--- src/rtl/rv_pkg.sv ---
`default_nettype none
// ============================================================================
// Module      : rv_pkg
// Description : Shared register-index definitions for the integer register
//               file and its pending-write scoreboard.
//               REG_AW     - architectural register index width
//               reg_idx_t  - register index type
//               NREGS_I/E  - RV32I / RV32E register counts
//               reg_live() - 1 when an index names a real, writable register
// Revision    : 1.0 - initial release
// ============================================================================
package rv_pkg;

    localparam int REG_AW  = 5;
    localparam int NREGS_I = 32;
    localparam int NREGS_E = 16;

    typedef logic [REG_AW-1:0] reg_idx_t;

    // x0 is hardwired to zero.
    // On RV32E every index with the top bit set is out of range.
    function automatic logic reg_live(input reg_idx_t idx, input int nregs);
        return (idx != '0) && ((nregs == NREGS_I) || !idx[REG_AW-1]);
    endfunction

endpackage
`default_nettype wire

--- src/rtl/regfile_sb.sv ---
`default_nettype none
// ============================================================================
// Module      : regfile_sb
// Description : Per-register pending-write scoreboard. Each live register has
//               a saturating counter that issue increments (sb_set) and each
//               enabled write port targeting it decrements.
// Ports       : clk, rst_n           - clock, async active-low reset
//               wr_en/wr_addr        - writeback ports (decrement)
//               rs_addr -> rs_busy   - per read port busy flag
//               sb_set/sb_addr       - issue-side increment request
//               sb_ready             - 0 when sb_addr counter is saturated
// Revision    : 1.0 - initial release
// ============================================================================
module regfile_sb
    import rv_pkg::*;
#(
    parameter int NREGS  = NREGS_I,
    parameter int NREAD  = 2,
    parameter int NWRITE = 1,
    parameter int BYPASS = 1,
    parameter int PEND_W = 2
) (
    input  logic                     clk,
    input  logic                     rst_n,
    input  logic [NWRITE-1:0]        wr_en,
    input  logic [NWRITE*REG_AW-1:0] wr_addr,
    input  logic [NREAD*REG_AW-1:0]  rs_addr,
    input  logic                     sb_set,
    input  reg_idx_t                 sb_addr,
    output logic [NREAD-1:0]         rs_busy,
    output logic                     sb_ready
);

    localparam logic [PEND_W-1:0] c_PEND_MAX = '1;
    localparam logic [PEND_W:0]   c_ONE      = {{PEND_W{1'b0}}, 1'b1};

    // Flat 32-entry views so any 5-bit index selects safely; x0 and
    // out-of-range entries are constant (never busy, never full).
    logic [31:0] w_busy_vec;
    logic [31:0] w_full_vec;
    logic [31:0] w_under_vec;
    logic        w_underflow;

    genvar gr;
    genvar gk;

    generate
        for (gr = 0; gr < 32; gr++) begin : g_reg
            if ((gr == 0) || (gr >= NREGS)) begin : g_none
                assign w_busy_vec[gr]  = 1'b0;
                assign w_full_vec[gr]  = 1'b0;
                assign w_under_vec[gr] = 1'b0;
            end else begin : g_cnt
                logic [PEND_W-1:0] r_pend;
                logic [PEND_W-1:0] w_sum;
                logic [PEND_W-1:0] w_next;
                logic [PEND_W:0]   w_dec;
                logic              w_inc;
                logic              w_under;

                always_comb begin
                    w_dec = '0;
                    for (int p = 0; p < NWRITE; p++) begin
                        if (wr_en[p] && (wr_addr[p*REG_AW +: REG_AW] == reg_idx_t'(gr))) begin
                            w_dec = w_dec + c_ONE;
                        end
                    end
                    // Increment is gated by saturation, so w_sum cannot wrap.
                    w_inc   = sb_set && (sb_addr == reg_idx_t'(gr)) && (r_pend != c_PEND_MAX);
                    w_sum   = r_pend + {{(PEND_W-1){1'b0}}, w_inc};
                    w_under = (w_dec > {1'b0, w_sum});
                    w_next  = w_under ? '0 : (w_sum - w_dec[PEND_W-1:0]);
                end

                always_ff @(posedge clk or negedge rst_n) begin
                    if (!rst_n) begin
                        r_pend <= '0;
                    end else begin
                        r_pend <= w_next;
                    end
                end

                // With forwarding, a write that retires the last pending
                // producer makes the register usable in the same cycle.
                assign w_busy_vec[gr]  = (r_pend != '0) &&
                                         !((BYPASS != 0) && (w_dec != '0) && (w_next == '0));
                assign w_full_vec[gr]  = (r_pend == c_PEND_MAX);
                assign w_under_vec[gr] = w_under;
            end
        end

        for (gk = 0; gk < NREAD; gk++) begin : g_busy
            assign rs_busy[gk] = w_busy_vec[rs_addr[gk*REG_AW +: REG_AW]];
        end
    endgenerate

    assign sb_ready    = !w_full_vec[sb_addr];
    assign w_underflow = |w_under_vec;

    // Writeback without a matching outstanding issue is a protocol error.
    a_no_underflow : assert property (@(posedge clk) disable iff (!rst_n) !w_underflow);

endmodule
`default_nettype wire

--- src/rtl/regfile_mp.sv ---
`default_nettype none
// ============================================================================
// Module      : regfile_mp
// Description : Parametrised multi-port integer register file with optional
//               write-to-read forwarding and a pending-write scoreboard.
// Ports       : clk, rst_n           - clock, async active-low reset
//               wr_en/wr_addr/wr_data- NWRITE write ports (higher index wins)
//               rs_addr -> rs_data   - NREAD combinational read ports
//               rs_busy              - source has an outstanding write
//               sb_set/sb_addr       - issue marks an in-flight write
//               sb_ready             - 0 = issue must stall for sb_addr
// Revision    : 1.0 - initial release
// ============================================================================
module regfile_mp
    import rv_pkg::*;
#(
    parameter int XLEN   = 32,
    parameter int NREGS  = NREGS_I,
    parameter int NREAD  = 2,
    parameter int NWRITE = 1,
    parameter int BYPASS = 1,
    parameter int PEND_W = 2
) (
    input  logic                     clk,
    input  logic                     rst_n,
    input  logic [NWRITE-1:0]        wr_en,
    input  logic [NWRITE*REG_AW-1:0] wr_addr,
    input  logic [NWRITE*XLEN-1:0]   wr_data,
    input  logic [NREAD*REG_AW-1:0]  rs_addr,
    output logic [NREAD*XLEN-1:0]    rs_data,
    output logic [NREAD-1:0]         rs_busy,
    input  logic                     sb_set,
    input  reg_idx_t                 sb_addr,
    output logic                     sb_ready
);

    // Read view of all 32 indices; x0 and out-of-range entries read zero.
    logic [31:0][XLEN-1:0] w_rd_vec;

    genvar gr;
    genvar gk;

    generate
        for (gr = 0; gr < 32; gr++) begin : g_reg
            if ((gr == 0) || (gr >= NREGS)) begin : g_zero
                assign w_rd_vec[gr] = '0;
            end else begin : g_live
                logic [XLEN-1:0] r_q;
                logic [XLEN-1:0] w_wd;

                // Ascending scan: the highest-numbered matching port wins.
                always_comb begin
                    w_wd = r_q;
                    for (int p = 0; p < NWRITE; p++) begin
                        if (wr_en[p] && (wr_addr[p*REG_AW +: REG_AW] == reg_idx_t'(gr))) begin
                            w_wd = wr_data[p*XLEN +: XLEN];
                        end
                    end
                end

                always_ff @(posedge clk or negedge rst_n) begin
                    if (!rst_n) begin
                        r_q <= '0;
                    end else begin
                        r_q <= w_wd;
                    end
                end

                assign w_rd_vec[gr] = r_q;
            end
        end

        for (gk = 0; gk < NREAD; gk++) begin : g_rd
            reg_idx_t        w_ra;
            logic [XLEN-1:0] w_rd;

            assign w_ra = rs_addr[gk*REG_AW +: REG_AW];

            always_comb begin
                w_rd = w_rd_vec[w_ra];
                if ((BYPASS != 0) && reg_live(w_ra, NREGS)) begin
                    for (int p = 0; p < NWRITE; p++) begin
                        if (wr_en[p] && (wr_addr[p*REG_AW +: REG_AW] == w_ra)) begin
                            w_rd = wr_data[p*XLEN +: XLEN];
                        end
                    end
                end
            end

            assign rs_data[gk*XLEN +: XLEN] = w_rd;
        end
    endgenerate

    regfile_sb #(
        .NREGS  (NREGS),
        .NREAD  (NREAD),
        .NWRITE (NWRITE),
        .BYPASS (BYPASS),
        .PEND_W (PEND_W)
    ) u_sb (
        .clk      (clk),
        .rst_n    (rst_n),
        .wr_en    (wr_en),
        .wr_addr  (wr_addr),
        .rs_addr  (rs_addr),
        .sb_set   (sb_set),
        .sb_addr  (sb_addr),
        .rs_busy  (rs_busy),
        .sb_ready (sb_ready)
    );

endmodule
`default_nettype wire

--- config.mk ---
export PLATFORM = sky130hd
export DESIGN_NAME = regfile_mp
export DESIGN_NICKNAME = d
export VERILOG_FILES = /design/src/rtl/rv_pkg.sv /design/src/rtl/regfile_sb.sv /design/src/rtl/regfile_mp.sv
export SDC_FILE = /design/constraint.sdc
export NUM_CORES = 2
export LEC_CHECK = 0
export BUFFER_PORTS_ARGS = -buffer_cell sky130_fd_sc_hd__buf_2
export CORE_UTILIZATION = 56
export CTS_CLUSTER_DIAMETER = 30
export DETAILED_ROUTE_END_ITERATION = 7
export GPL_ROUTABILITY_DRIVEN = 1
export HOLD_SLACK_MARGIN = 0.06
export PLACE_DENSITY = 0.71
export RECOVER_POWER = 25
export REMOVE_ABC_BUFFERS = 1
export SETUP_SLACK_MARGIN = 0.02
export SYNTH_ARGS = -nofsm -noshare
export SYNTH_HDL_FRONTEND = slang
export SYNTH_SLANG_ARGS = --single-unit
--- constraint.sdc ---
create_clock -name clk -period 3.1 [get_ports clk]
set_input_delay 0.155 -clock clk [delete_from_list [all_inputs] [get_ports clk]]
set_output_delay 0.155 -clock clk [all_outputs]
set_load 0.01 [all_outputs]
Word-level counts from Yosys, hierarchy flattened
Index checks and enable logic that the tools add are counted.
W data, S select, Z words.

storage, ports and cells
  memories kept = 0
  ROM bits = 0
  register bits = 1054
  output and inout port bits = 67
  RAM bits = 0
  bits in latches = 0

cells by class
  shift-type cells = 0
  reductions and logical operators = 284
  equality and inequality tests = 126
  div/mod/pow operators = 0
  bitwise logic cells = 0
  add/sub/neg operators = 62
  multiply operators = 0
  $lt $le $gt $ge = 34
  mux-type cells = 76

operators with widths
  kind                  number
  $bmux W32 S5          2
  $mux W32              6
  $eq A5 B5 Y1 const B  32
  $logic_and A1 B1 Y1   157
  $reduce_bool A3 Y1    31
  $eq A5 B4 Y1 const B  16
  $add A2 B1 Y2         31
  $eq A2 B2 Y1 const B  31
  $logic_not A2 Y1      31
  $mux W2               31
  $ne A2 B2 Y1 const B  31
  $reduce_bool A2 Y1    31
  $gt A3 B2 Y1          15
  $eq A5 B3 Y1 const B  8
  $mux W1               34
  $gt A1 B2 Y1          16
  $logic_not A1 Y1      32
  $sub A2 B1 Y2         16
  $sub A2 B2 Y2         15
  $eq A5 B2 Y1 const B  4
  $lt A5 B6 Y1 const B  3
  $bmux W1 S5           3
  $eq A5 B1 Y1 const B  2
  $eq A5 B5 Y1          2
  $reduce_bool A5 Y1    2

Depth between registers and ports, before layout
  word-level depth = 12
  mapped depth = 14
  gate-level depth less buffers = 13

Cells and area by module
From an unflattened synthesis, not the netlist that was laid out.

unflattened totals
  cell total of the unflattened synthesis = 4272
  area total of the unflattened synthesis = 59374.4 µm²

modules (own cells, without submodules)
  module      instances  cells each  area each (µm²)
  regfile_mp  1          3636        53785.3
  regfile_sb  1          636         5589.1

Worst setup path after synthesis
OpenSTA, ideal clock, no wires.

  kind = input -> output
  from = in sb_addr[1]
  to = out rs_busy[1]
  path buffers = 2
  cell stages on the path = 13
  data required time = 2945 ps
  path slack = 200 ps
  arrival = 2745 ps
  cell sequence = clkbuf_1 -> nand2b_1 -> clkbuf_1 -> a211oi_1 -> ha_1 -> ha_1 -> or4_1 -> nor3_1 -> a211oi_1 -> mux2i_1 -> nand3_1 -> o311a_1 -> o32a_1

on the way
  word-level cells in the longest chain between the ends = 12

RTL lines
  item                                  line              RTL
  start, declared                       regfile_mp.sv:33  input reg_idx_t sb_addr,
  $eq A5 B5 Y1 (tied with other cells)  regfile_sb.sv:69  w_inc = sb_set && (sb_addr == reg_idx_t'(gr)) && (r_pend != c_PEND_MAX);
  $logic_and A1 B1 Y1 (2 in a row)      regfile_sb.sv:69
  $add A2 B1 Y2                         regfile_sb.sv:70  w_sum = r_pend + {{(PEND_W-1){1'b0}}, w_inc};
  $gt A3 B2 Y1 (tied with other cells)  regfile_sb.sv:71  w_under = (w_dec > {1'b0, w_sum});
  $mux W2                               regfile_sb.sv:72  w_next = w_under ? '0 : (w_sum - w_dec[PEND_W-1:0]);
  $logic_not A2 Y1                      regfile_sb.sv:86  !((BYPASS != 0) && (w_dec != '0) && (w_next == '0));
  $logic_and A1 B1 Y1                   regfile_sb.sv:86
  $logic_not A1 Y1                      regfile_sb.sv:86
  $logic_and A1 B1 Y1                   regfile_sb.sv:85  assign w_busy_vec[gr] = (r_pend != '0) &&
  $bmux W1 S5 *                         regfile_sb.sv:93  assign rs_busy[gk] = w_busy_vec[rs_addr[gk*REG_AW +: REG_AW]];
  $mux W1 (not written as such) *       regfile_sb.sv:93
  end, declared                         regfile_mp.sv:31  output logic [NREAD-1:0] rs_busy,

Every way passes the cells marked *; elsewhere a longest branch is shown, timed or not. The select of a mux whose other input is x is not followed.

Final worst setup path
  from = reg u_sb.g_reg[21].g_cnt.r_pend[0]
  to = out rs_busy[0]

on the way
  word-level cells in the longest chain between the ends = 11

RTL lines
  item                                                  line                                RTL
  start, declared                                       regfile_sb.sv:54                    logic [PEND_W-1:0] r_pend;
  start signal, assigned                                regfile_sb.sv:79                    r_pend <= w_next;
  $ne A2 B2 Y1                                          regfile_sb.sv:69
  $logic_and A1 B1 Y1                                   regfile_sb.sv:69
  $add A2 B1 Y2                                         regfile_sb.sv:70
  $gt A3 B2 Y1 / $sub A2 B2 Y2 (equally long branches)  regfile_sb.sv:71, regfile_sb.sv:72
  $mux W2                                               regfile_sb.sv:72
  $logic_not A2 Y1                                      regfile_sb.sv:86
  $logic_and A1 B1 Y1                                   regfile_sb.sv:86
  $logic_not A1 Y1                                      regfile_sb.sv:86
  $logic_and A1 B1 Y1 *                                 regfile_sb.sv:85
  $bmux W1 S5 *                                         regfile_sb.sv:93
  $mux W1 (not written as such) *                       regfile_sb.sv:93

Marks and branches as above.

==> impl_results.html <==
<table>
<tr><th>Metric</th><th>Value</th></tr>
<tr><th colspan="2">Clocking</th></tr>
<tr><td>Clock-pin slew on the worst setup and hold paths</td><td>40 ps</td></tr>
<tr><td>Latest clock arrival within the worst-skew pair</td><td>790 ps</td></tr>
<tr><td>Clock sink count</td><td>1054</td></tr>
<tr><td>Clock tree from TritonCTS</td><td>yes</td></tr>
<tr><td>Root buf cell</td><td>sky130_fd_sc_hd__clkbuf_16</td></tr>
<tr><td>CTS Buf Count</td><td>219</td></tr>
<tr><td>Clock H-tree levels</td><td>4</td></tr>
<tr><td>Max Buffers Root-to-Sink</td><td>3</td></tr>
<tr><th colspan="2">Yosys</th></tr>
<tr><td>Synthesis-stage register bit count</td><td>1054</td></tr>
<tr><td>Ys async rst share</td><td>100%</td></tr>
<tr><td>Yosys warns</td><td>0</td></tr>
<tr><td>Ranking of synthesized cells by area</td><td>sky130_fd_sc_hd__dfrtp_1, sky130_fd_sc_hd__mux4_2, sky130_fd_sc_hd__nand2_1</td></tr>
<tr><td>Sequential share of the synthesized area</td><td>44.5%</td></tr>
<tr><td>Post-synth EDFFs</td><td>0</td></tr>
<tr><td>Cells after synthesis</td><td>5105</td></tr>
<tr><td>Netlist cell types</td><td>79</td></tr>
<tr><td>Post-synth top area cell</td><td>sky130_fd_sc_hd__dfrtp_1</td></tr>
<tr><td>Post-synthesis average cell area</td><td>11.6 µm²</td></tr>
<tr><td>Post-synthesis instance area</td><td>59200 µm²</td></tr>
<tr><td>Dominant synthesized flop cell</td><td>sky130_fd_sc_hd__dfrtp_1</td></tr>
<tr><td>Portion of synthesized cell area occupied by the leading cell type</td><td>44.5%</td></tr>
<tr><th colspan="2">Timing</th></tr>
<tr><td>Hold violation total from the final report</td><td>0</td></tr>
<tr><td>Final period utilization</td><td>121%</td></tr>
<tr><td>Max Fclk</td><td>266 MHz</td></tr>
<tr><td>Number of setup violations in the final report</td><td>2</td></tr>
<tr><td>Final worst setup slack</td><td>-665 ps</td></tr>
<tr><td>Minimum clock period after layout</td><td>3770 ps</td></tr>
<tr><td>Setup Total Neg Slack</td><td>-1280 ps</td></tr>
<tr><td>Total count of max-transition violations in the final report</td><td>149</td></tr>
<tr><td>Setup repair after global routing missed its margin</td><td>true</td></tr>
<tr><td>Clock skew</td><td>3.46 ps</td></tr>
<tr><td>Slew of the pin with the lowest slew margin</td><td>1850 ps</td></tr>
<tr><td>Headroom to the max-slew limit</td><td>-23.1%</td></tr>
<tr><th colspan="2">Placed design</th></tr>
<tr><td>Cell Count Post-Placement</td><td>6446</td></tr>
<tr><td>Standard cell area after detailed placement</td><td>62500 µm²</td></tr>
<tr><td>Final weighted congestion in routability-driven placement</td><td>0.908</td></tr>
<tr><td>Worst slack at placement</td><td>-287 ps</td></tr>
<tr><td>Half-perimeter wire length after detailed placement</td><td>110 mm</td></tr>
<tr><td>Number of buffer cells added on primary ports</td><td>122</td></tr>
<tr><th colspan="2">Die</th></tr>
<tr><td>Die area</td><td>107000 µm²</td></tr>
<tr><td>Die extent in y</td><td>327 µm</td></tr>
<tr><td>Initial Util</td><td>56.8%</td></tr>
<tr><td>Placement Rows</td><td>118</td></tr>
<tr><td>Floorplan core area</td><td>104000 µm²</td></tr>
<tr><td>Number of top-level pins</td><td>123</td></tr>
<tr><td>Die width</td><td>327 µm</td></tr>
<tr><th colspan="2">Route</th></tr>
<tr><td>Vias per cell</td><td>6.60</td></tr>
<tr><td>Via total after detailed routing</td><td>45540</td></tr>
<tr><td>Aggregate routed wire length</td><td>198 mm</td></tr>
<tr><td>Wire length per cell after detailed routing</td><td>28.7 µm</td></tr>
<tr><td>Starting DRT DRC Count</td><td>5334</td></tr>
<tr><td>Detailed-route DRC error count</td><td>0</td></tr>
<tr><td>First drt pass iteration count</td><td>5</td></tr>
<tr><td>Number of routed nets with antenna violations</td><td>0</td></tr>
<tr><th colspan="2">Cells and area</th></tr>
<tr><td>Layout cell share with drive strength beyond 1</td><td>35.2%</td></tr>
<tr><td>Net count, final</td><td>5457</td></tr>
<tr><td>Post-route cell area</td><td>70800 µm²</td></tr>
<tr><td>Fill count</td><td>7250</td></tr>
<tr><td>Syn-to-layout area delta</td><td>19.5%</td></tr>
<tr><td>Non-filler cells, final</td><td>6899</td></tr>
<tr><th colspan="2">Setup path</th></tr>
<tr><td>Most frequent cell on the critical path</td><td>sky130_fd_sc_hd__a211oi_2</td></tr>
<tr><td>Cells along the critical path</td><td>a211oi_2, ha_1, inv_1, ha_2, xnor3_1, a32o_1, a211oi_2, a211o_1, nand2_1, o41ai_4, o32a_1, buf_2</td></tr>
<tr><td>Worst-path fanout max</td><td>3</td></tr>
<tr><td>Cell with the biggest individual delay on the critical path</td><td>sky130_fd_sc_hd__dfrtp_1</td></tr>
<tr><td>Kind of critical path</td><td>register to output port</td></tr>
<tr><td>Kind of end point of the critical path</td><td>output port</td></tr>
<tr><td>Largest stage delay on the critical path</td><td>390 ps</td></tr>
<tr><td>Crit-path leading delay family</td><td>compound AO/OA/AOI/OAI gates</td></tr>
<tr><td>Kind of start point of the critical path</td><td>register</td></tr>
<tr><td>Worst endpoint required time</td><td>2940 ps</td></tr>
<tr><td>Buffer and inverter count on the worst path</td><td>2</td></tr>
<tr><td>Crit path DAT</td><td>3610 ps</td></tr>
<tr><th colspan="2">GRT</th></tr>
<tr><td>Antenna violations before repair</td><td>5</td></tr>
<tr><td>Pin count of the biggest net entering global routing</td><td>96</td></tr>
<tr><td>GRT overflow</td><td>0</td></tr>
<tr><td>Total Routing Usage GR</td><td>37.9%</td></tr>
<tr><td>Via count of the first global-routing pass</td><td>47387</td></tr>
<tr><td>Global-route wire length before repair</td><td>299 mm</td></tr>
<tr><th colspan="2">Power</th></tr>
<tr><td>PwrDens</td><td>752 nW/µm²</td></tr>
<tr><td>Peak supply drop</td><td>0.566 mV</td></tr>
<tr><td>P_leak</td><td>0.0331 µW</td></tr>
<tr><td>Total Power Consumption</td><td>53200 µW</td></tr>
<tr><th colspan="2">Run</th></tr>
<tr><td>MaxCap Viol Count</td><td>3</td></tr>
<tr><th colspan="2">Hold path</th></tr>
<tr><td>Type of the worst min-delay path</td><td>input pin to register</td></tr>
<tr><th colspan="2">Status</th></tr>
<tr><td>Outcome</td><td>complete, but fails checks</td></tr>
<tr><td>Failing checks</td><td>capacitance limit, slew limit, setup timing</td></tr>
</table>
==> stage by stage <==
step           hold WS [ps]  util, %
3_5_place_dp            199     60.0
3_3_place_gp            193     60.0
2_1_floorplan          -141        -
6_report                122     67.9
4_1_cts                75.2     67.9
5_1_grt                 140     67.9
==> layout make-up <==
class,instances,area [µm²],area share (%)
repair buffers,441,3590,5.07
well taps,1380,1730,2.44
flip-flops and latches,1054,26400,37.3
clock buffers,275,6070,8.57
inverters,80,300,0.424
clock inverters,137,1810,2.55
diodes,4,10.0,0.0141
multi-input cells,3528,30900,43.7
==> cells in the final DEF (no fill, tap or decap), types with 24 or more instances in the layout <==
master	n
sky130_fd_sc_hd__a21oi_1	96
sky130_fd_sc_hd__a22o_1	32
sky130_fd_sc_hd__buf_12	41
sky130_fd_sc_hd__buf_2	113
sky130_fd_sc_hd__buf_4	223
sky130_fd_sc_hd__bufinv_16	32
sky130_fd_sc_hd__clkbuf_1	38
sky130_fd_sc_hd__clkbuf_16	223
sky130_fd_sc_hd__clkbuf_8	29
sky130_fd_sc_hd__clkinv_2	36
sky130_fd_sc_hd__clkinvlp_4	24
sky130_fd_sc_hd__dfrtp_1	1054
sky130_fd_sc_hd__dlygate4sd3_1	34
sky130_fd_sc_hd__ha_1	72
sky130_fd_sc_hd__inv_1	52
sky130_fd_sc_hd__inv_2	27
sky130_fd_sc_hd__mux2_2	480
sky130_fd_sc_hd__mux2i_1	104
sky130_fd_sc_hd__mux4_2	581
sky130_fd_sc_hd__nand2_1	1705
sky130_fd_sc_hd__nor2_1	113
sky130_fd_sc_hd__o21ai_0	60
sky130_fd_sc_hd__xnor2_1	31
==> power breakdown <==
group / switching (µW) / internal (µW) / leakage [µW]
clock network: 8190 / 16500 / 0.00381
logic: 4420 / 5440 / 0.0157
registers: 2130 / 16500 / 0.0136
==> cell families (layout without fill, tap and decap cells) <==
family / Yosys count / after routing / share of synthesized area (%)
and+or+nand+nor: 1938 / 1938 / 12.9
muxes: 1166 / 1166 / 33.0
DFF: 1054 / 1054 / 44.5
buffers and inverters: 523 / 933 / 3.71
AOI/OAI and AO/OA: 296 / 296 / 3.30
adders and majority gates: 77 / 77 / 1.63
xor gates and xnor gates: 51 / 51 / 0.967
other: 0 / 4 / 0
==> worst reg2reg max path: stages (launching register included) <==
cell and delay, ps:
sky130_fd_sc_hd__dfrtp_1 380, sky130_fd_sc_hd__a211oi_1 250, sky130_fd_sc_hd__ha_1 290, sky130_fd_sc_hd__ha_1 310, sky130_fd_sc_hd__a21oi_1 220, sky130_fd_sc_hd__dlygate4sd3_1 590
==> cell usage after synthesis (4+ instances only) <==
library cell               instances
sky130_fd_sc_hd__nand2_1        1712
sky130_fd_sc_hd__dfrtp_1        1054
sky130_fd_sc_hd__mux4_2          581
sky130_fd_sc_hd__mux2_2          480
sky130_fd_sc_hd__clkbuf_1        264
sky130_fd_sc_hd__nor2_1          115
sky130_fd_sc_hd__mux2i_1         105
sky130_fd_sc_hd__buf_2           100
sky130_fd_sc_hd__a21oi_1          99
sky130_fd_sc_hd__ha_1             77
sky130_fd_sc_hd__inv_1            68
sky130_fd_sc_hd__o21ai_0          61
sky130_fd_sc_hd__buf_1            52
sky130_fd_sc_hd__a22o_1           32
sky130_fd_sc_hd__xnor2_1          32
sky130_fd_sc_hd__buf_4            23
sky130_fd_sc_hd__nand3_1          23
sky130_fd_sc_hd__a211oi_1         17
sky130_fd_sc_hd__nor3b_1          14
sky130_fd_sc_hd__o32ai_1          14
sky130_fd_sc_hd__o211ai_1         11
sky130_fd_sc_hd__xor2_1           10
sky130_fd_sc_hd__clkinv_1          9
sky130_fd_sc_hd__nand2_2           9
sky130_fd_sc_hd__nand2b_1          8
sky130_fd_sc_hd__nor2b_1           8
sky130_fd_sc_hd__nor3_1            7
sky130_fd_sc_hd__xnor3_1           7
sky130_fd_sc_hd__a31oi_1           6
sky130_fd_sc_hd__nand3b_1          6
sky130_fd_sc_hd__nand4_1           6
sky130_fd_sc_hd__a21o_1            5
sky130_fd_sc_hd__nor2_2            5
sky130_fd_sc_hd__a221oi_1          4
sky130_fd_sc_hd__o22ai_1           4
sky130_fd_sc_hd__o32a_1            4
==> final timing paths <==
kind / from / end / slack [ps] / depth (start not counted)
max: u_sb.g_reg[21].g_cnt.r_pend[0]$_DFF_PN0_ / rs_busy[0] / -670 / 12
min: wr_addr[0] / u_sb.g_reg[27].g_cnt.r_pend[0]$_DFF_PN0_ / 120 / 6
max reg2reg: u_sb.g_reg[17].g_cnt.r_pend[0]$_DFF_PN0_ / u_sb.g_reg[17].g_cnt.r_pend[0]$_DFF_PN0_ / 990 / 5
min reg2reg: g_reg[18].g_live.r_q[5]$_DFFE_PN0P_ / g_reg[18].g_live.r_q[5]$_DFFE_PN0P_ / 490 / 2
max in group asynchronous: rst_n / g_reg[29].g_live.r_q[25]$_DFFE_PN0P_ / 270 / 3
min in group asynchronous: rst_n / u_sb.g_reg[15].g_cnt.r_pend[0]$_DFF_PN0_ / 1240 / 3
==> registers in the layout, summed over array words and instances (netlist names) <==
| register | cells |
|---|---|
| g.g_live.r_q | 992 |
| u_sb.g.g_cnt.r_pend | 62 |
==> per-layer routing <==
| layer | vias up | wire, µm | GRT usage [%] |
|---|---|---|---|
| met3 | 768 | 24500 | 11.2 |
| li1 | 18583 | - | - |
| met1 | 23124 | 71700 | 49.4 |
| met2 | 3059 | 90000 | 57.0 |
| met4 | 6 | 12000 | 21.2 |
| met5 | - | 36 | 0.532 |
==> what timing repair did <==
action | in CTS | in global routing
buffers inserted | 0 | 4
hold buffers | 35 | 0
endpoints found under the hold margin | 1786 | 0
pin swaps | 10 | 17
endpoints found under the setup margin | 2 | 3
gates resized for setup | 12 | 25
Power figures use the tool's default switching activity.
